$ cat src/rtl/wb_group_arbiter.sv
// Round-robin arbiter sharing one writeback port between NUM_UNITS multicycle units.
// The winner is captured into a single-entry output stage that honours stall and flush.
module wb_group_arbiter #(
  parameter int unsigned NUM_UNITS = 4,
  parameter int unsigned DATA_W    = 32,
  parameter int unsigned ID_W      = 3
) (
  input  logic                           clk,
  input  logic                           rst,
  input  logic                           flush,
  input  logic [NUM_UNITS-1:0]           unit_done,
  input  logic [NUM_UNITS*ID_W-1:0]      unit_id,
  input  logic [NUM_UNITS*DATA_W-1:0]    unit_rd,
  output logic [NUM_UNITS-1:0]           unit_ack,
  input  logic                           wb_stall,
  output logic                           wb_valid,
  output logic [ID_W-1:0]                wb_id,
  output logic [DATA_W-1:0]              wb_data,
  output logic [$clog2(NUM_UNITS)-1:0]   wb_unit
);

  localparam int unsigned UW = $clog2(NUM_UNITS);

  typedef enum logic {
    EMPTY = 1'b0,
    FULL  = 1'b1
  } state_t;

  state_t            state;
  state_t            state_nxt;
  logic [UW-1:0]     rr_ptr;
  logic [UW-1:0]     winner;
  logic [UW-1:0]     ptr_nxt;
  logic              found;
  logic              can_load;
  logic              grant;
  int unsigned       scan_idx;
  logic [ID_W-1:0]   sel_id;
  logic [DATA_W-1:0] sel_rd;

  // Circular scan starting at rr_ptr; first requester found wins.
  always_comb begin
    found    = 1'b0;
    winner   = '0;
    scan_idx = 0;
    for (int unsigned k = 0; k < NUM_UNITS; k++) begin
      scan_idx = 32'(rr_ptr) + k;
      if (scan_idx >= NUM_UNITS) scan_idx = scan_idx - NUM_UNITS;
      if (!found && unit_done[UW'(scan_idx)]) begin
        found  = 1'b1;
        winner = UW'(scan_idx);
      end
    end
  end

  assign can_load = (state == EMPTY) || !wb_stall;
  assign grant    = rst && !flush && can_load && found;
  assign ptr_nxt  = (winner == UW'(NUM_UNITS - 1)) ? '0 : winner + UW'(1);

  always_comb begin
    unit_ack = '0;
    if (grant) unit_ack[winner] = 1'b1;
  end

  // Payload mux for the winning unit.
  always_comb begin
    sel_id = '0;
    sel_rd = '0;
    for (int unsigned i = 0; i < NUM_UNITS; i++) begin
      if (UW'(i) == winner) begin
        sel_id = unit_id[i*ID_W +: ID_W];
        sel_rd = unit_rd[i*DATA_W +: DATA_W];
      end
    end
  end

  // Output-stage state register.
  always_ff @(posedge clk) begin
    if (!rst) state <= EMPTY;
    else      state <= state_nxt;
  end

  // Flush beats everything; a grant refills; an unstalled full stage drains.
  always_comb begin
    state_nxt = state;
    if (flush)                              state_nxt = EMPTY;
    else if (grant)                         state_nxt = FULL;
    else if ((state == FULL) && !wb_stall)  state_nxt = EMPTY;
  end

  always_comb begin
    wb_valid = (state == FULL);
  end

  always_ff @(posedge clk) begin
    if (!rst) begin
      wb_id   <= '0;
      wb_data <= '0;
      wb_unit <= '0;
      rr_ptr  <= '0;
    end else if (grant) begin
      wb_id   <= sel_id;
      wb_data <= sel_rd;
      wb_unit <= winner;
      rr_ptr  <= ptr_nxt;
    end
  end

  a_ack_onehot : assert property (@(posedge clk) $onehot0(unit_ack));
  a_ack_done   : assert property (@(posedge clk) (unit_ack & ~unit_done) == '0);
  a_stall_hold : assert property (@(posedge clk) disable iff (!rst)
                   (wb_valid && wb_stall && !flush) |=>
                   (wb_valid && $stable(wb_id) && $stable(wb_data) && $stable(wb_unit)));

endmodule
$ cat config.mk
export PLATFORM = sky130hd
export DESIGN_NAME = wb_group_arbiter
export DESIGN_NICKNAME = d
export VERILOG_FILES = /design/src/rtl/wb_group_arbiter.sv
export SDC_FILE = /design/constraint.sdc
export NUM_CORES = 1
export LEC_CHECK = 0
export ABC_AREA = 1
export CAP_MARGIN = 25
export CORE_UTILIZATION = 40
export CTS_CLUSTER_DIAMETER = 50
export CTS_CLUSTER_SIZE = 25
export DETAILED_ROUTE_END_ITERATION = 10
export PLACE_DENSITY = 0.88
export RECOVER_POWER = 25
export SKIP_CTS_REPAIR_TIMING = 1
export SLEW_MARGIN = 20
export SYNTH_ARGS = -nofsm -noshare
export SYNTH_HDL_FRONTEND = slang
export SYNTH_SLANG_ARGS = --single-unit
$ cat constraint.sdc
create_clock -name clk -period 4.37 [get_ports clk]
set_clock_uncertainty 0.05 [all_clocks]
set_input_delay 0.874 -clock clk [delete_from_list [all_inputs] [get_ports clk]]
set_output_delay 0.874 -clock clk [all_outputs]
set_load 0.05 [all_outputs]
==> results of run 1 <==
[report_power, final]
part / internal (W) / leakage, nW / switching [W]
logic: 0.000466 / 1.92 / 0.000741
registers: 0.000406 / 0.329 / 0.0000236
clock network: 0.000141 / 0.0503 / 0.000122
total: 0.00101 / 2.30 / 0.000887
[final timing paths]
| path | end | cells past startpoint |
|---|---|---|
| worst max-delay path | unit_ack[1] | 12 |
| worst min-delay path | wb_data[19] | 2 |
| worst max register to register | wb_data[11] | 20 |
| worst min register to register | wb_data[19] | 2 |
[through the flow]
stage,area (um^2),power [W]
5_1_grt,4970,0.00209
3_5_place_dp,4880,0.00165
4_1_cts,4970,0.00192
6_report,4970,0.00190
3_3_place_gp,4880,0.00161
2_1_floorplan,2940,0.00128
[worst reg2reg max path, cell delays in order (launching register included)]
cell     delay [ns]
dfxtp_1        0.58
inv_6          0.09
nand2_1        0.08
nand2_1        0.09
nand2_1        0.12
nand2_2        0.05
nor2_1         0.23
nand3_2        0.17
nand3_1        0.18
inv_1          0.08
ha_1           0.28
nor2_2         0.20
buf_4          0.37
nand2_1        0.10
nand2_1        0.09
o21ai_0        0.09
nand2_1        0.07
o21ai_1        0.09
nand2_2        0.10
nand2_1        0.05
nor2_1         0.12
[logic make-up after synthesis]
| group | after synthesis | share of synthesized area |
|---|---|---|
| adders and majority gates | 4 | 0.0170 |
| buffers and inverters | 55 | 0.0894 |
| DFF | 40 | 0.273 |
| and+or+nand+nor | 309 | 0.432 |
| AOI/OAI and AO/OA | 110 | 0.189 |
[synth_stat cells, types with 3 or more instances]
library cell and number:
o21ai_1 4, buf_6 5, clkbuf_1 17, inv_1 16, dfxtp_1 40, ha_1 4
nand2_2 24, o21ai_0 69, a21oi_1 36, nand2_4 3, nand2_1 187, buf_2 11
inv_2 3, nor2_1 82, nand3_1 10
[metal layers]
metal	global-route usage	routed length [um]
met3	0.0556	647
met1	0.293	3980
met4	0.0835	176
met2	0.480	5110
met5	0	0
[cells in the final DEF, fill, tap and decap left out]
| master | n |
|---|---|
| nor3_1 | 1 |
| nor2_1 | 82 |
| inv_2 | 4 |
| dfxtp_1 | 40 |
| clkbuf_8 | 7 |
| nor2_2 | 1 |
| ha_1 | 4 |
| inv_6 | 1 |
| a21oi_2 | 1 |
| nand2_1 | 187 |
| o21ai_0 | 69 |
| a21oi_1 | 36 |
| inv_1 | 16 |
| clkdlybuf4s50_1 | 166 |
| nand3_2 | 1 |
| buf_4 | 6 |
| nand3_1 | 10 |
| nand2_2 | 24 |
| o21ai_1 | 4 |
| nand2_4 | 3 |
| buf_12 | 5 |
| dlygate4sd3_1 | 19 |
[area by class of cell]
cell class | count | share of cell area
tap | 96 | 0.0242
timing repair buffer | 196 | 0.402
sequential | 40 | 0.161
multi-input combinational | 423 | 0.376
clock buffer | 7 | 0.0194
inverter | 21 | 0.0169
[sequential cells by signal, indices dropped and copies added (netlist names)]
name,cells
wb_id,3
wb_data,32
wb_unit,2
rr_ptr,2
wb_valid,1
==> flow_metrics.tcl, run 1 <==
set metrics [dict create \
    status "finished, final reports clean" \
    place_ws_ns 0.520 \
    num_antenna_cells 0 \
    hold_viol_final 0 \
    regToRegStartpoint "rr_ptr[0]" \
    async_flop_share 0 \
    grt_pass1_vias 3547 \
    cts_sinks 40 \
    regArea_um2 801 \
    grt_antenna_before_repair 0 \
    setup_viol 0 \
    cts_root_buf "clkbuf_8" \
    endpoint_kind "primary output" \
    ios 190 \
    hp-start "wb_data[19]" \
    synth.largest_area_cell "dfxtp_1" \
    antenna_left 0 \
    leakagePower_nw 2.30 \
    critical_path_class "in -> out" \
    grt_pass1_wl_mm 15.9 \
    start_kind "input port" \
    cap_violations 0 \
    grt_usage 0.259 \
    slew_headroom 0.522 \
    num_vias 3834 \
    synth_area_leaders "dfxtp_1 27%, nand2_1 24%, o21ai_0 12%, nor2_1 10%, a21oi_1 6.1%" \
    finalNonFillerCells 783 \
    clkLatencyLatePin_ns 0.28 \
    clkTransAtPathRegs_ns 0.08 \
    core_area_mm2 0.00694 \
    syn_to_final_growth_pct 69.1 \
    cp.buffers_inverters 4 \
    power.density_mw_per_mm2 382 \
    gp_congestion 0.895 \
    vias_per_cell 4.90 \
    crit_path_start "unit_done[3]" \
    yosys_register_bits 40 \
    seq_area_frac_synth 0.273 \
    cts_buffers 5 \
    placement.io_buffers 189 \
    drtIter0Drc 147 \
    synth_nets 670 \
    cp_slowest_cell "clkdlybuf4s50_1" \
    die_y_um 87.7 \
    max_stage_delay_ns 0.42 \
    placementRows 30 \
    drc 0 \
    start_util 0.423 \
    yosysWarnings 0 \
    synth_flop_cell "dfxtp_1" \
    wl_per_cell_um 12.7 \
    grt_overflow 0 \
    cp.arrival_ns 2.90 \
    dieArea_mm2 0.00769 \
    slew_violations 0 \
    drive_above_1_share 0.0771 \
    synth_top_area_share 0.273 \
    hold_ws_ns 0.428 \
    syn_inst 518 \
    fin_tns_setup_ns 0 \
    worstMarginPinSlew_ns 0.716 \
    nets 839 \
    dpl.hpwl_mm 7.34 \
    fmax_mhz 262 \
    r2r_slack_ns 1.04 \
    fin_crit_sh 0.874 \
    dr.pass1.iters 4 \
    netlist_area_mm2 0.00294 \
    die_x_um 87.7 \
    final_util 0.715 \
    period_needed_ns 3.82 \
    synth_edf_count 0 \
    cp_common_cell "nand2_1" \
    routed_wl_mm 9.91 \
    clock_path_buffers 2 \
    vdd_drop_max_v 0.000180 \
    cp_max_fo 6 \
    dp.cells 776 \
    rsz0062_at_grt "false" \
    nFillCells 574 \
    hold_class "reg -> reg" \
    worst_slack_ns 0.551 \
    ys_types 22 \
    grt_max_degree 71 \
    cpLargestDelayFamily "simple AND/OR/NAND/NOR gates" \
    cts_tree "built" \
    multiInputGateArea_mm2 0.00187 \
    worstPathCellList "clkdlybuf4s50_1, inv_1, nand2_1, nand3_1, nand2_1, nor2_1, nand3_1, nand2_1, ha_1, inv_1, nor2_1, buf_12" \
    worstPathRequired_ns 3.45 \
    htree_levels 2 \
    syn_avg_cell_area_um2 5.67 \
]
Note: power is estimated with default switching activity, not from simulation.
==> run 2, diff against run 1 <==
Settings changed: CTS_CLUSTER_DIAMETER 50 to 100.
==> results of run 2 <==
Final layout, timing and power as in run 1 (identical DEF).
